===== src/rtl/wb_cmd_master_if.sv =====
// rtl/wb_cmd_master_if.sv - command, response and Wishbone master signal bundle for wb_cmd_master
interface wb_cmd_master_if #(
    parameter int AW = 32,
    parameter int DW = 32
);
    logic            cmd_valid_i;
    logic            cmd_ready_o;
    logic            cmd_we_i;
    logic [AW-1:0]   cmd_adr_i;
    logic [DW-1:0]   cmd_dat_i;
    logic [DW/8-1:0] cmd_sel_i;

    logic            rsp_valid_o;
    logic            rsp_ready_i;
    logic [DW-1:0]   rsp_dat_o;
    logic            rsp_err_o;
    logic            rsp_timeout_o;
    logic            busy_o;

    logic            wbm_cyc_o;
    logic            wbm_stb_o;
    logic            wbm_we_o;
    logic [DW/8-1:0] wbm_sel_o;
    logic [AW-1:0]   wbm_adr_o;
    logic [DW-1:0]   wbm_dat_o;
    logic [DW-1:0]   wbm_dat_i;
    logic            wbm_ack_i;
    logic            wbm_err_i;

    modport master (
        input  cmd_valid_i, cmd_we_i, cmd_adr_i, cmd_dat_i, cmd_sel_i,
        output cmd_ready_o,
        input  rsp_ready_i,
        output rsp_valid_o, rsp_dat_o, rsp_err_o, rsp_timeout_o, busy_o,
        output wbm_cyc_o, wbm_stb_o, wbm_we_o, wbm_sel_o, wbm_adr_o, wbm_dat_o,
        input  wbm_dat_i, wbm_ack_i, wbm_err_i
    );

    modport slave (
        output cmd_valid_i, cmd_we_i, cmd_adr_i, cmd_dat_i, cmd_sel_i,
        input  cmd_ready_o,
        output rsp_ready_i,
        input  rsp_valid_o, rsp_dat_o, rsp_err_o, rsp_timeout_o, busy_o,
        input  wbm_cyc_o, wbm_stb_o, wbm_we_o, wbm_sel_o, wbm_adr_o, wbm_dat_o,
        output wbm_dat_i, wbm_ack_i, wbm_err_i
    );
endinterface


===== src/rtl/wb_cmd_master.sv =====
// rtl/wb_cmd_master.sv - single-transfer Wishbone classic initiator fed by a command/response stream
// Optional bus timeout abort enabled by defining WB_CMD_MASTER_TIMEOUT_EN.
module wb_cmd_master #(
    parameter int AW      = 32,
    parameter int DW      = 32,
    parameter int TIMEOUT = 255
) (
    input logic              wb_clk_i,
    input logic              wb_rst_ni,
    wb_cmd_master_if.master  bus
);
    typedef enum logic [1:0] {S_IDLE, S_BUS, S_RESP} state_t;

    state_t          state_q, state_d;
    logic            ready_d, cyc_d, stb_d, we_d, rsp_valid_d, rsp_err_d;
    logic [DW/8-1:0] sel_d;
    logic [AW-1:0]   adr_d;
    logic [DW-1:0]   dat_d, rsp_dat_d;

`ifdef WB_CMD_MASTER_TIMEOUT_EN
    localparam int TW = ($clog2(TIMEOUT + 1) < 8) ? 8 : $clog2(TIMEOUT + 1);
    localparam logic [TW-1:0] TO_LIMIT = TW'(TIMEOUT);
    logic [TW-1:0] cnt_q, cnt_d;
    logic          rsp_to_q, rsp_to_d;
    assign bus.rsp_timeout_o = rsp_to_q;
`else
    assign bus.rsp_timeout_o = 1'b0;
`endif

    assign bus.busy_o = (state_q != S_IDLE);

    always_comb begin
        state_d     = state_q;
        ready_d     = bus.cmd_ready_o;
        cyc_d       = bus.wbm_cyc_o;
        stb_d       = bus.wbm_stb_o;
        we_d        = bus.wbm_we_o;
        sel_d       = bus.wbm_sel_o;
        adr_d       = bus.wbm_adr_o;
        dat_d       = bus.wbm_dat_o;
        rsp_valid_d = bus.rsp_valid_o;
        rsp_err_d   = bus.rsp_err_o;
        rsp_dat_d   = bus.rsp_dat_o;
`ifdef WB_CMD_MASTER_TIMEOUT_EN
        cnt_d       = cnt_q;
        rsp_to_d    = rsp_to_q;
`endif
        case (state_q)
            S_IDLE: begin
                ready_d = 1'b1;
                if (bus.cmd_valid_i && bus.cmd_ready_o) begin
                    we_d    = bus.cmd_we_i;
                    sel_d   = bus.cmd_sel_i;
                    adr_d   = bus.cmd_adr_i;
                    dat_d   = bus.cmd_dat_i;
                    cyc_d   = 1'b1;
                    stb_d   = 1'b1;
                    ready_d = 1'b0;
                    state_d = S_BUS;
`ifdef WB_CMD_MASTER_TIMEOUT_EN
                    cnt_d   = '0;
`endif
                end
            end
            S_BUS: begin
                // err outranks ack; the timeout only fires on an otherwise quiet edge
                if (bus.wbm_err_i) begin
                    cyc_d = 1'b0; stb_d = 1'b0; rsp_valid_d = 1'b1; state_d = S_RESP;
                    rsp_err_d = 1'b1;
                    rsp_dat_d = '0;
`ifdef WB_CMD_MASTER_TIMEOUT_EN
                    rsp_to_d  = 1'b0;
`endif
                end else if (bus.wbm_ack_i) begin
                    cyc_d = 1'b0; stb_d = 1'b0; rsp_valid_d = 1'b1; state_d = S_RESP;
                    rsp_err_d = 1'b0;
                    rsp_dat_d = bus.wbm_we_o ? '0 : bus.wbm_dat_i;
`ifdef WB_CMD_MASTER_TIMEOUT_EN
                    rsp_to_d  = 1'b0;
`endif
                end
`ifdef WB_CMD_MASTER_TIMEOUT_EN
                else if (cnt_q == TO_LIMIT) begin
                    cyc_d = 1'b0; stb_d = 1'b0; rsp_valid_d = 1'b1; state_d = S_RESP;
                    rsp_err_d = 1'b1;
                    rsp_dat_d = '0;
                    rsp_to_d  = 1'b1;
                end else begin
                    cnt_d = cnt_q + 1'b1;
                end
`endif
            end
            S_RESP: begin
                if (bus.rsp_ready_i) begin
                    rsp_valid_d = 1'b0;
                    ready_d     = 1'b1;
                    state_d     = S_IDLE;
                end
            end
            default: state_d = S_IDLE;
        endcase
    end

    always_ff @(posedge wb_clk_i or negedge wb_rst_ni) begin
        if (!wb_rst_ni) begin
            state_q         <= S_IDLE;
            bus.cmd_ready_o <= 1'b0;
            bus.wbm_cyc_o   <= 1'b0;
            bus.wbm_stb_o   <= 1'b0;
            bus.wbm_we_o    <= 1'b0;
            bus.wbm_sel_o   <= '0;
            bus.wbm_adr_o   <= '0;
            bus.wbm_dat_o   <= '0;
            bus.rsp_valid_o <= 1'b0;
            bus.rsp_err_o   <= 1'b0;
            bus.rsp_dat_o   <= '0;
`ifdef WB_CMD_MASTER_TIMEOUT_EN
            cnt_q           <= '0;
            rsp_to_q        <= 1'b0;
`endif
        end else begin
            state_q         <= state_d;
            bus.cmd_ready_o <= ready_d;
            bus.wbm_cyc_o   <= cyc_d;
            bus.wbm_stb_o   <= stb_d;
            bus.wbm_we_o    <= we_d;
            bus.wbm_sel_o   <= sel_d;
            bus.wbm_adr_o   <= adr_d;
            bus.wbm_dat_o   <= dat_d;
            bus.rsp_valid_o <= rsp_valid_d;
            bus.rsp_err_o   <= rsp_err_d;
            bus.rsp_dat_o   <= rsp_dat_d;
`ifdef WB_CMD_MASTER_TIMEOUT_EN
            cnt_q           <= cnt_d;
            rsp_to_q        <= rsp_to_d;
`endif
        end
    end
endmodule


===== src/flat_wrapper.sv =====
// flat-port wrapper written by rule: the top's interface ports become plain ports
module wb_cmd_master_flat 
#(
    parameter int AW      = 32,
    parameter int DW      = 32,
    parameter int TIMEOUT = 255
)
  (wb_clk_i, wb_rst_ni, bus_cmd_valid_i, bus_cmd_we_i, bus_cmd_adr_i, bus_cmd_dat_i, bus_cmd_sel_i, bus_cmd_ready_o, bus_rsp_ready_i, bus_rsp_valid_o, bus_rsp_dat_o, bus_rsp_err_o, bus_rsp_timeout_o, bus_busy_o, bus_wbm_cyc_o, bus_wbm_stb_o, bus_wbm_we_o, bus_wbm_sel_o, bus_wbm_adr_o, bus_wbm_dat_o, bus_wbm_dat_i, bus_wbm_ack_i, bus_wbm_err_i);
  wb_cmd_master_if #(.AW(AW), .DW(DW)) bus_i ();
  input logic wb_clk_i;
  input logic wb_rst_ni;
  input wire logic [$bits(bus_i.cmd_valid_i)-1:0] bus_cmd_valid_i;
  input wire logic [$bits(bus_i.cmd_we_i)-1:0] bus_cmd_we_i;
  input wire logic [$bits(bus_i.cmd_adr_i)-1:0] bus_cmd_adr_i;
  input wire logic [$bits(bus_i.cmd_dat_i)-1:0] bus_cmd_dat_i;
  input wire logic [$bits(bus_i.cmd_sel_i)-1:0] bus_cmd_sel_i;
  output wire logic [$bits(bus_i.cmd_ready_o)-1:0] bus_cmd_ready_o;
  input wire logic [$bits(bus_i.rsp_ready_i)-1:0] bus_rsp_ready_i;
  output wire logic [$bits(bus_i.rsp_valid_o)-1:0] bus_rsp_valid_o;
  output wire logic [$bits(bus_i.rsp_dat_o)-1:0] bus_rsp_dat_o;
  output wire logic [$bits(bus_i.rsp_err_o)-1:0] bus_rsp_err_o;
  output wire logic [$bits(bus_i.rsp_timeout_o)-1:0] bus_rsp_timeout_o;
  output wire logic [$bits(bus_i.busy_o)-1:0] bus_busy_o;
  output wire logic [$bits(bus_i.wbm_cyc_o)-1:0] bus_wbm_cyc_o;
  output wire logic [$bits(bus_i.wbm_stb_o)-1:0] bus_wbm_stb_o;
  output wire logic [$bits(bus_i.wbm_we_o)-1:0] bus_wbm_we_o;
  output wire logic [$bits(bus_i.wbm_sel_o)-1:0] bus_wbm_sel_o;
  output wire logic [$bits(bus_i.wbm_adr_o)-1:0] bus_wbm_adr_o;
  output wire logic [$bits(bus_i.wbm_dat_o)-1:0] bus_wbm_dat_o;
  input wire logic [$bits(bus_i.wbm_dat_i)-1:0] bus_wbm_dat_i;
  input wire logic [$bits(bus_i.wbm_ack_i)-1:0] bus_wbm_ack_i;
  input wire logic [$bits(bus_i.wbm_err_i)-1:0] bus_wbm_err_i;
  assign bus_i.cmd_valid_i = bus_cmd_valid_i;
  assign bus_i.cmd_we_i = bus_cmd_we_i;
  assign bus_i.cmd_adr_i = bus_cmd_adr_i;
  assign bus_i.cmd_dat_i = bus_cmd_dat_i;
  assign bus_i.cmd_sel_i = bus_cmd_sel_i;
  assign bus_cmd_ready_o = bus_i.cmd_ready_o;
  assign bus_i.rsp_ready_i = bus_rsp_ready_i;
  assign bus_rsp_valid_o = bus_i.rsp_valid_o;
  assign bus_rsp_dat_o = bus_i.rsp_dat_o;
  assign bus_rsp_err_o = bus_i.rsp_err_o;
  assign bus_rsp_timeout_o = bus_i.rsp_timeout_o;
  assign bus_busy_o = bus_i.busy_o;
  assign bus_wbm_cyc_o = bus_i.wbm_cyc_o;
  assign bus_wbm_stb_o = bus_i.wbm_stb_o;
  assign bus_wbm_we_o = bus_i.wbm_we_o;
  assign bus_wbm_sel_o = bus_i.wbm_sel_o;
  assign bus_wbm_adr_o = bus_i.wbm_adr_o;
  assign bus_wbm_dat_o = bus_i.wbm_dat_o;
  assign bus_i.wbm_dat_i = bus_wbm_dat_i;
  assign bus_i.wbm_ack_i = bus_wbm_ack_i;
  assign bus_i.wbm_err_i = bus_wbm_err_i;
  wb_cmd_master #(.AW(AW), .DW(DW), .TIMEOUT(TIMEOUT)) u_core (.wb_clk_i(wb_clk_i), .wb_rst_ni(wb_rst_ni), .bus(bus_i));
endmodule

===== config.mk =====
export PLATFORM = sky130hd
export DESIGN_NAME = wb_cmd_master_flat
export DESIGN_NICKNAME = d
export VERILOG_FILES = /design/src/rtl/wb_cmd_master_if.sv /design/src/rtl/wb_cmd_master.sv /design/src/flat_wrapper.sv
export SDC_FILE = /design/constraint.sdc
export NUM_CORES = 1
export LEC_CHECK = 0
export CAP_MARGIN = 5
export CORE_UTILIZATION = 45
export CTS_CLUSTER_DIAMETER = 40
export CTS_CLUSTER_SIZE = 30
export DETAILED_ROUTE_END_ITERATION = 6
export PLACE_DENSITY = 0.88
export SETUP_SLACK_MARGIN = 0.2
export SYNTH_ARGS = -nofsm -noshare
export SYNTH_HDL_FRONTEND = slang
export SYNTH_SLANG_ARGS = --single-unit
export TNS_END_PERCENT = 100

===== constraint.sdc =====
create_clock -name wb_clk_i -period 3 [get_ports wb_clk_i]
set_input_delay 0.6 -clock wb_clk_i [delete_from_list [all_inputs] [get_ports wb_clk_i]]
set_output_delay 0.6 -clock wb_clk_i [all_outputs]
set_load 0.1 [all_outputs]

==> results.md <==
* Status: completed
* Design area at 6720 µm²
* Drt wl/cell at 15.9 µm
* Fraction of layout cells with a size suffix above 1 at 38.3%
* Core Rows at 36
* Post-Syn Instances at 309
* DPL Wire Length at 7750 µm
* CTS buffer count at 9
* Hold Vio Cnt, Final at 0
* Core area at 9860 µm²
* Ant. Diodes at 0
* Worst min-delay path class: primary input to async pin
* Actual slew at the worst max-slew pin at 0.691 ns
* FF-to-FF End: u_core.bus.wbm_dat_o[4]
* Reg-to-reg startpoint: u_core.state_q[1]
* Hold_buf cts at 0
* Root cell of the clock tree: clkbuf_8
* Arrival time worst endpoint at 2.17 ns
* CTS tree: yes
* Seq/Total Area, Yosys at 58.1%
* Worst EP required at 3.25 ns
* DRC violations left at 0
* Ports at 215
* Vias in the first global route at 3,150
* GPL Wtd Cong at 0.715
* Max cap viols at 0
* Worst reg-to-reg setup slack at 1.15 ns
* Total GRT Usage at 19.8%
* Via-to-Cell Ratio at 4.67
* Fin Setup TNS at 0 ns
* CTS Buffer Depth at 2
* Post-Syn Nets at 416
* Filler cells at 714
* First-pass GRT wire length at 15,700 µm
* R2R depth at 4
* Max Clk Rate at 520 MHz
* Final net count at 630
* Final WL at 10,500 µm
* Gr ovfl total at 0
* Crit Path Class: primary input to flip-flop
* Largest net degree at the start of global routing at 57
* H-tree depth at 3
* Clock skew at 0.00986 ns
* Area grow syn2layout at 45.8%
* Placed instance area at 6510 µm²
* CTS Sinks at 107
* First DRT Iteration DRCs at 65
* DIE HEIGHT at 103 µm
* Yosys Warn Count at 0
* Cell variety after synth at 22
* Worst-path fanout max at 24
* # Post-CTS Setup Buffers at 0
* Initial Util at 46.7%
* Die X at 103 µm
* Final min period at 1.92 ns
* Register bit count reported by yosys at 107
* Die area at 10,600 µm²
* RSZ-0062 raised after global routing: false
* 1st-pass router iterations at 4
* Avg Cell Area, Syn at 14.9 µm²
* Initial antenna violation count at 0
* Max-slew headroom at 54.0%
* Final ANT Viol Nets at 0
* Later-pin clock latency in the skew report at 0.37 ns
* # resized after CTS at 0
* Cell Area, Synth at 4610 µm²
* Final period utilization at 64.1%
* Critical Path End Type: flip-flop
* Setup-failing EPs final at 0
* Worst Setup Start Kind: primary input
* CTS clock-pin slew for the worst setup and hold paths at 0.10 ns
* Final Max Slew Viols at 0
* Vias at 3,088
* Port Buffers at 213
-- placed cells by master (no fill, tap or decap) --
cell type        instances
buf_4                  112
dfrtp_1                107
clkdlybuf4s50_1        105
mux2_4                  67
inv_1                   34
nand2_1                 34
mux2i_1                 32
clkbuf_8                 9
o21ai_0                  3
inv_6                    3
buf_12                   3
nor2_1                   2
a21o_1                   2
mux2_1                   2
clkinvlp_4               2
nor2_2                   1
nor2b_2                  1
nor2b_4                  1
and3_4                   1
a21oi_1                  1
o21ba_1                  1
or2b_1                   1
a22o_1                   1
conb_1                   1
bufinv_16                1
inv_8                    1
-- logic make-up (layout without fill, tap and decap cells) --
kind of cell | after synthesis | count (layout) | share of synthesized area (%)
AOI/OAI and AO/OA | 8 | 8 | 1.17
buffers and inverters | 51 | 270 | 7.60
DFF | 107 | 107 | 58.1
muxes | 101 | 101 | 29.3
other | 1 | 1 | 0.0814
and+or+nand+nor | 41 | 41 | 3.75
-- synth_stat cells --
master,count,share of area (%)
mux2_4,67,22
a21o_1,2,0.33
nor2b_1,1,0.14
and3_4,1,0.24
o21ai_0,3,0.33
inv_1,34,2.8
buf_4,3,0.49
mux2_1,2,0.49
dfrtp_1,107,58
nand2_1,34,2.8
nor2b_2,1,0.19
o21ba_1,1,0.22
clkbuf_1,3,0.24
buf_12,7,3.0
mux2i_1,32,7.0
or2b_1,1,0.16
conb_1,1,0.081
a22o_1,1,0.19
a21oi_1,1,0.11
buf_8,1,0.33
nor2_1,3,0.24
buf_6,3,0.73
-- per-layer routing --
layer	part of all wire (%)	up-vias	GRT usage [%]
met2	50	128	33.6
met5	0	-	0
met4	1.7	0	8.56
met3	7.1	14	5.04
met1	41	1514	23.9
li1	-	1432	-
-- worst max-delay path, stage by stage --
cell and delay [ns]:
clkdlybuf4s50_1 0.46, and3_4 0.49, buf_4 0.28, mux2_4 0.31
-- cell type report --
type,count,area [µm²],area share [%]
clock inverter,7,82.6,1.23
timing repair buffer,220,1950,29.1
sequential,107,2680,39.9
tap,133,166,2.48
multi-input combinational,151,1590,23.6
clock buffer,9,124,1.84
inverter,34,128,1.90
-- sequential cells by signal, summed over array words and instances, names as in the netlist --
name                    flops
u_core.bus.rsp_dat_o       32
u_core.bus.wbm_adr_o       32
u_core.bus.wbm_dat_o       32
u_core.bus.wbm_sel_o        4
u_core.state_q              2
u_core.bus.cmd_ready_o      1
u_core.bus.rsp_err_o        1
u_core.bus.rsp_valid_o      1
u_core.bus.wbm_cyc_o        1
u_core.bus.wbm_we_o         1
-- how the worst max path moves through the flow --
| stage | startpoint | to |
|---|---|---|
| after floorplan | u_core.bus.cmd_ready_o | u_core.bus.wbm_dat_o[25] |
| after global placement | bus_cmd_valid_i | u_core.bus.wbm_dat_o[12] |
| after detailed placement | bus_cmd_valid_i | u_core.bus.wbm_dat_o[15] |
| after CTS | bus_cmd_valid_i | u_core.bus.wbm_dat_o[21] |
| after global routing | u_core.state_q[1] | u_core.bus.wbm_dat_o[21] |
| final | bus_cmd_valid_i | u_core.bus.wbm_dat_o[4] |
-- per-stage QoR --
stage | std cells | hold slack (ns) | util [%] | setup slack [ns]
6_report | 661 | 0.262 | 68.1 | 1.08
5_1_grt | 661 | 0.304 | 68.1 | 1.01
4_1_cts | 661 | 0.261 | 68.1 | 1.08
3_5_place_dp | 645 | 0.483 | 66.0 | 0.685
3_3_place_gp | 645 | 0.472 | 66.0 | 0.729
2_1_floorplan | 309 | 0.304 | - | 1.02
Power is left out: the tool's default activity adds up to more than one toggle a clock period on the data nets, which glitch-free logic cannot reach.
